[src/rtl/game_step_scheduler.sv]
// Frame-paced game-step scheduler with run/pause/halt control.
// Define SNAKE_SPEEDUP_EN to shorten the step interval as tail_count grows.
module game_step_scheduler #(
  parameter int H_LAST       = 639,
  parameter int V_LAST       = 479,
  parameter int BASE_FRAMES  = 8,
  parameter int MIN_FRAMES   = 2,
  parameter int SPEEDUP_STEP = 4,
  parameter int TAIL_W       = 6
) (
  input  logic              clk,
  input  logic              reset,
  input  logic [9:0]        x_in,
  input  logic [9:0]        y_in,
  input  logic              start,
  input  logic              pause,
  input  logic              game_over,
  input  logic              game_won,
  input  logic [TAIL_W-1:0] tail_count,
  output logic              step,
  output logic              game_rst,
  output logic [1:0]        state,
  output logic [3:0]        frames_per_step
);

  localparam logic [1:0] S_IDLE   = 2'd0;
  localparam logic [1:0] S_RUN    = 2'd1;
  localparam logic [1:0] S_PAUSED = 2'd2;
  localparam logic [1:0] S_HALT   = 2'd3;

  logic       match;
  logic       match_q;
  logic       frame_end;
  logic       ended;
  logic [3:0] frame_cnt;
  logic [3:0] target;

  assign match     = (x_in == 10'(H_LAST)) && (y_in == 10'(V_LAST));
  assign frame_end = match & ~match_q;
  assign ended     = game_over | game_won;

`ifdef SNAKE_SPEEDUP_EN
  localparam int SHIFT = $clog2(SPEEDUP_STEP);
  logic [TAIL_W-1:0] tail_div;
  int                diff;

  assign tail_div = tail_count >> SHIFT;

  // Subtract in signed int so long tails saturate at the floor instead of wrapping.
  always_comb begin
    diff   = BASE_FRAMES - int'(tail_div);
    target = 4'(BASE_FRAMES);
    if (diff < MIN_FRAMES) target = 4'(MIN_FRAMES);
    else                   target = 4'(diff);
  end
`else
  logic unused_tail;
  assign unused_tail = ^tail_count;
  assign target      = 4'(BASE_FRAMES);
`endif

  always_ff @(posedge clk) begin
    if (reset) begin
      state           <= S_IDLE;
      step            <= 1'b0;
      game_rst        <= 1'b0;
      frames_per_step <= 4'(BASE_FRAMES);
      frame_cnt       <= '0;
      match_q         <= 1'b0;
    end else begin
      match_q  <= match;
      step     <= 1'b0;
      game_rst <= 1'b0;
      case (state)
        S_IDLE: begin
          if (start) begin
            state           <= S_RUN;
            frame_cnt       <= '0;
            frames_per_step <= target;
          end
        end
        S_RUN: begin
          if (ended) begin
            state     <= S_HALT;
            frame_cnt <= '0;
          end else if (pause) begin
            state <= S_PAUSED;
          end else if (frame_end) begin
            if (frame_cnt == frames_per_step - 4'd1) begin
              frame_cnt       <= '0;
              step            <= 1'b1;
              frames_per_step <= target;
            end else begin
              frame_cnt <= frame_cnt + 4'd1;
            end
          end
        end
        S_PAUSED: begin
          if (ended) begin
            state     <= S_HALT;
            frame_cnt <= '0;
          end else if (pause) begin
            state <= S_RUN;
          end
        end
        default: begin
          if (start) begin
            state    <= S_IDLE;
            game_rst <= 1'b1;
          end
        end
      endcase
    end
  end

endmodule

[config.mk]
export PLATFORM = sky130hd
export DESIGN_NAME = game_step_scheduler
export DESIGN_NICKNAME = d
export VERILOG_FILES = /design/src/rtl/game_step_scheduler.sv
export SDC_FILE = /design/constraint.sdc
export NUM_CORES = 1
export LEC_CHECK = 0
export CAP_MARGIN = 20
export CORE_MARGIN = 2
export CORE_UTILIZATION = 32
export DETAILED_ROUTE_END_ITERATION = 6
export HOLD_SLACK_MARGIN = 0.02
export PLACE_DENSITY = 0.85
export SKIP_CTS_REPAIR_TIMING = 1
export SYNTH_ARGS = -nofsm -noshare
export SYNTH_HDL_FRONTEND = slang
export SYNTH_SLANG_ARGS = --single-unit
[constraint.sdc]
create_clock -name clk -period 1.3 [get_ports clk]
set_input_delay 0.26 -clock clk [delete_from_list [all_inputs] [get_ports clk]]
set_output_delay 0.26 -clock clk [all_outputs]
set_load 0.02 [all_outputs]
* Word-level counts from Yosys, hierarchy flattened
Cells that the tools add are included.
Cells by class: $add $sub $neg 2, equality and inequality tests 15, muxes and demuxes 22, bitwise logic cells 5, reductions and logical operators 10
Operators with widths (number):
- 2-to-1 mux 4 bit | 11
- 2-to-1 mux 2 bit | 6
- != test 2 bit, second input constant | 6
- != test 3 bit, second input constant | 4
- one-hot mux 4 bit (3 select lines) | 1
- equality test 10 bit, second input constant | 1
- equality test 10 x 9 -> 1 bit, second input constant | 1
- one-hot mux 4 bit (2 select lines) | 1
- one-hot mux 2 bit (3 select lines) | 1
- AND reduction 6 bit | 1
- nonzero test 3 bit | 2
- AND reduction 5 bit | 1
- OR reduction 5 bit | 1
- adder 4 x 1 -> 4 bit, second input constant | 1
- equality test 4 bit | 1
- AND reduction 4 bit | 1
- OR reduction 4 bit | 1
- subtractor 4 x 1 -> 4 bit, second input constant | 1
- inverter 1 bit | 3
- equality test 2 x 1 -> 1 bit, second input constant | 1
- equality test 2 bit, second input constant | 1
- zero test 2 bit | 1
- 2-to-1 mux 1 bit | 2
- nonzero test 2 bit | 1
- other kinds (3) | 3
Word-level totals: register bits 13, input bits 32, output and inout bits 8

* Logic depth before layout (Yosys ltp)
depth in word-level cells 7, gate-level depth with buffers 5, depth with buffers taken out 5

* Least setup slack after synthesis
Ideal clock, no wire load.
kind register -> register, from reg state[0], to reg step, library setup time 0.073 ns, arrival 1.421 ns, path slack -0.194 ns, cell stages (with the launch flop) 6, buffers on the path 1, clock period less this slack 1.494 ns, path through dfxtp_1 buf_2 nor4b_4 nor4b_4 and2_4 nor3b_2
Between the ends: word-level cells in the longest chain between the ends 3
RTL lines:
- start: declaration | line 22 | output logic [1:0] state,
- start signal: assignment | line 64 | state <= S_IDLE;
- start signal: assignment | line 77 | state <= S_RUN;
- start signal: assignment | line 84 | state <= S_HALT;
- equality test 2 x 1 -> 1 bit | line 74 | case (state)
- inverter 1 bit (no line)
- OR reduction 5 bit (no line)
- end signal: assignment | line 65 | step <= 1'b0;
- end signal: assignment | line 72 | step <= 1'b0;
- end signal: assignment | line 91 | step <= 1'b1;
- end: declaration | line 20 | output logic step,
No other way between the ends. A chain may end at the register's enable or synchronous reset.

* Final worst setup path
from in y_in[5], to reg frame_cnt[1]
Between the ends: word-level cells in the longest chain between the ends 5
RTL lines:
- start: declaration | line 14 | input logic [9:0] y_in,
- equality test 10 x 9 -> 1 bit | line 38 | assign match = (x_in == 10'(H_LAST)) && (y_in == 10'(V_LAST));
- logical AND 1 bit | line 38
- AND 1 bit | line 39 | assign frame_end = match & ~match_q;
- != test 3 bit (no line)
- AND reduction 5 bit (no line)
- end signal: assignment | line 94 | frame_cnt <= frame_cnt + 4'd1;
- end: declaration | line 35 | logic [3:0] frame_cnt;
No other way between the ends.

==> impl_table.tex <==
\begin{tabular}{lr}
\hline
Metric & Value \\
\hline
\multicolumn{2}{l}{\textbf{STA}} \\
\quad Total negative setup slack & -0.118 ns \\
\quad Final setup viols & 3 \\
\quad Period Utilization, post-route & 1.05 \\
\quad Worst hold slack across all endpoints & 0.450 ns \\
\quad Shortest period the worst path allows & 1.36 ns \\
\quad Clock skew & 0.00278 ns \\
\quad Final Hold Vio Count & 0 \\
\quad Number of pins with negative max-slew slack in the final report & 0 \\
\quad Max Freq & 734 MHz \\
\quad Worst setup margin & -0.0621 ns \\
\quad Setup repair after global routing missed its margin & yes \\
\multicolumn{2}{l}{\textbf{Die}} \\
\quad Starting density of the core & 0.336 \\
\quad Die area & 0.00244 mm² \\
\quad Boundary Pins & 40 \\
\quad Number of placement rows & 16 \\
\quad Area of the placeable core & 0.00196 mm² \\
\quad Vertical die dimension & 49.4 µm \\
\quad Die W & 49.4 µm \\
\multicolumn{2}{l}{\textbf{CTS}} \\
\quad Clock latency of the later-clocked register in the worst-skew pair & 0.26 ns \\
\quad Sinks on the clock net & 9 \\
\quad TritonCTS clock tree & built \\
\quad Clock transition at the registers of the reported paths & 0.06 ns \\
\quad Clk buf depth & 2 \\
\quad Number of buffers created by CTS & 3 \\
\quad Root cell of the clock tree & clkbuf\_4 \\
\quad H-tree lvl count & 1 \\
\multicolumn{2}{l}{\textbf{Detailed routing}} \\
\quad Total vias in the final route & 704 \\
\quad Number of DRC markers in iteration 0 & 11 \\
\quad Antenna-violating nets left & 0 \\
\quad Total routed wirelength & 1910 µm \\
\quad Average detailed-routed wire length per instance & 13.2 µm \\
\quad Iteration count of the initial detailed-routing pass & 4 \\
\quad DRC violation count after routing & 0 \\
\quad Post-detailed-route via-to-cell ratio & 4.89 \\
\multicolumn{2}{l}{\textbf{Flow run}} \\
\quad Max\_cap viols & 0 \\
\multicolumn{2}{l}{\textbf{Status}} \\
\quad Failing checks & setup timing \\
\quad Run status & complete, but fails checks \\
\multicolumn{2}{l}{\textbf{Critical path}} \\
\quad Worst setup path startpoint & y\_in[5] \\
\quad Worst path arrival time & 1.51 ns \\
\quad RR Endpoint & frame\_cnt[1]\$\_SDFFE\_PP0P\_ \\
\quad Element type at the critical path end & flop \\
\quad Path depth of the worst reg2reg path & 5 \\
\quad Startpoint Class & primary input \\
\quad Register-to-register setup slack & -0.05 ns \\
\quad Data required time of the critical path & 1.45 ns \\
\quad Critical path class & primary input to flop \\
\quad Beginning of the worst register-to-register path & state[1]\$\_SDFFE\_PP0P\_ \\
\quad Crit path max fanout & 6 \\
\multicolumn{2}{l}{\textbf{Synthesis}} \\
\quad Post-synthesis cell type count & 37 \\
\quad Number of instances in the synthesized netlist & 66 \\
\quad Count of yosys warnings during synthesis & 0 \\
\quad Top cells by area in the synthesized netlist & dfxtp\_1, nand4b\_4, nor4b\_4 \\
\quad Proportion of synthesized chip area in sequential cells & 0.273 \\
\quad Post-synthesis average cell area & 9.99 µm² \\
\quad Share of the synthesized area in the top cell type & 0.273 \\
\quad Combined area of all synthesized cells & 659 µm² \\
\quad Flop and latch count out of synthesis & 9 \\
\quad Cell taking the most area after synthesis & dfxtp\_1 \\
\multicolumn{2}{l}{\textbf{Placed design}} \\
\quad Port Buffers & 29 \\
\quad GP Congestion & 0.712 \\
\quad Place WS & -0.574 ns \\
\quad Number of placed cells counting well taps & 133 \\
\quad HPWL after DPL & 1410 µm \\
\multicolumn{2}{l}{\textbf{Global route}} \\
\quad Initial antenna violation count & 0 \\
\quad Wire length of the first global-routing pass & 2650 µm \\
\quad Number of global-route vias before repair & 676 \\
\quad Gr usage total & 0.143 \\
\quad Overflow after GRT & 0 \\
\quad Pin count of the biggest net entering global routing & 12 \\
\multicolumn{2}{l}{\textbf{Pwr}} \\
\quad Switching portion of total power & 0.295 \\
\quad Combinational power share & 0.371 \\
\quad P\_leak & 0.770 nW \\
\quad Clock network fraction of design power & 0.262 \\
\quad Switching power & 242 µW \\
\quad Reg power frac & 0.367 \\
\quad Worst VDD drop & 381 µV \\
\quad Power density relative to cell area & 637 mW/mm² \\
\quad Internal power & 580 µW \\
\multicolumn{2}{l}{\textbf{Hold path}} \\
\quad Cell depth of the worst hold path & 4 \\
\quad Hold wc startpoint & x\_in[8] \\
\quad Worst hold endpoint & match\_q\$\_SDFF\_PP0\_ \\
\quad Path category of the worst min-delay check & primary input to flop \\
\multicolumn{2}{l}{\textbf{Final layout}} \\
\quad Diode insertion count for antenna repair & 0 \\
\quad Layout cell share with drive strength beyond 1 & 0.385 \\
\quad Number of standard cells in the layout, taps in and fillers out & 144 \\
\quad Post-synthesis to final-layout area growth & 95.8\% \\
\quad Final \#Nets & 151 \\
\hline
\end{tabular}
[cells in the final DEF, fill, tap and decap left out, types with 2 or more instances in the layout]
master / count
clkbuf_4: 3
dfxtp_1: 6
nand2_1: 2
a311oi_1: 2
nand3_1: 2
dfxtp_4: 2
nand4_1: 2
buf_4: 20
nand4b_1: 2
inv_1: 2
nor3_4: 2
a21oi_1: 2
nand4b_4: 2
a32o_2: 2
dlymetal6s2s_1: 28
nor2_1: 4
nor3b_1: 2
nor4b_4: 2
conb_1: 4
[cell type report]
class / instances / area (µm²)
flip-flops and latches: 9 / 189
well taps: 27 / 33.8
repair buffers: 51 / 542
fillers: 176 / 671
multi-input cells: 51 / 493
clock buffers: 4 / 26.3
inverters: 2 / 7.51
[flip-flops by register name, summed over array words and instances (netlist names)]
name and cells:
frame_cnt 4, state 2, game_rst 1, match_q 1, step 1
[layer usage]
metal | vias up | global-route usage | share of wire
li1 | 349 | - | -
met1 | 324 | 0.128 | 0.38
met2 | 29 | 0.293 | 0.56
met3 | 2 | 0.0521 | 0.061
met4 | 0 | 0.0417 | 0.0042
met5 | - | 0 | 0
[how the worst max path moves through the flow]
stage	to	cells past startpoint
2_1_floorplan	step$_SDFF_PP0_	5
3_3_place_gp	frame_cnt[1]$_SDFFE_PP0P_	5
3_5_place_dp	frame_cnt[1]$_SDFFE_PP0P_	5
4_1_cts	frame_cnt[1]$_SDFFE_PP0P_	5
5_1_grt	frame_cnt[3]$_SDFFE_PP0P_	5
6_report	frame_cnt[1]$_SDFFE_PP0P_	5
[metrics by stage]
stage          area (µm²)  utilization  power [mW]
2_1_floorplan         698            -       0.436
3_3_place_gp         1080        0.552       0.564
3_5_place_dp         1080        0.552       0.571
4_1_cts              1110        0.565       0.792
5_1_grt              1290        0.658       0.868
6_report             1290        0.658       0.822
[cells in the mapped netlist]
cell type,instances
a311oi_1,2
nand2b_1,1
nor3b_1,2
nor2_1,4
buf_6,1
nor4b_4,2
and3_1,1
a32o_2,2
buf_4,4
xnor2_1,1
nand4b_4,2
nor4_4,1
inv_1,2
o21a_1,1
nor3_1,2
a21oi_1,3
and2_4,1
nand4_1,2
o2111a_1,1
o21bai_1,1
nand3b_1,1
a211oi_2,1
dfxtp_1,9
nand3_1,2
nor2b_1,1
nand4b_1,2
ha_1,1
mux2i_1,1
conb_1,2
and2_1,1
nor4b_1,1
nor4_1,1
nand2_1,2
buf_2,1
a31oi_1,2
nor3b_2,1
o31ai_1,1
[power by group through the flow]
stage / clock network [mW] / logic (mW) / registers, mW
finish: 0.215 / 0.305 / 0.302
global placement: 0 / 0.254 / 0.310
CTS: 0.226 / 0.261 / 0.305
floorplan: 0 / 0.130 / 0.307
global route: 0.240 / 0.325 / 0.303
detailed placement: 0 / 0.260 / 0.311
[worst max-delay path, stage by stage]
cell            delay [ns]
dlymetal6s2s_1        0.12
nand4b_1              0.21
nor4_4                0.45
a31oi_2               0.17
a32o_2                0.29
[logic make-up (layout without fill, tap and decap cells)]
logic type | after synthesis | after routing | share of synthesized area
DFF | 9 | 9 | 0.273
xor gates and xnor gates | 1 | 1 | 0.0133
other | 2 | 4 | 0.0114
and+or+nand+nor | 30 | 30 | 0.414
AOI/OAI and AO/OA | 14 | 14 | 0.173
buffers and inverters | 8 | 57 | 0.0816
adders and majority gates | 1 | 1 | 0.0190
muxes | 1 | 1 | 0.0152
(Power assumes the default switching activity.)
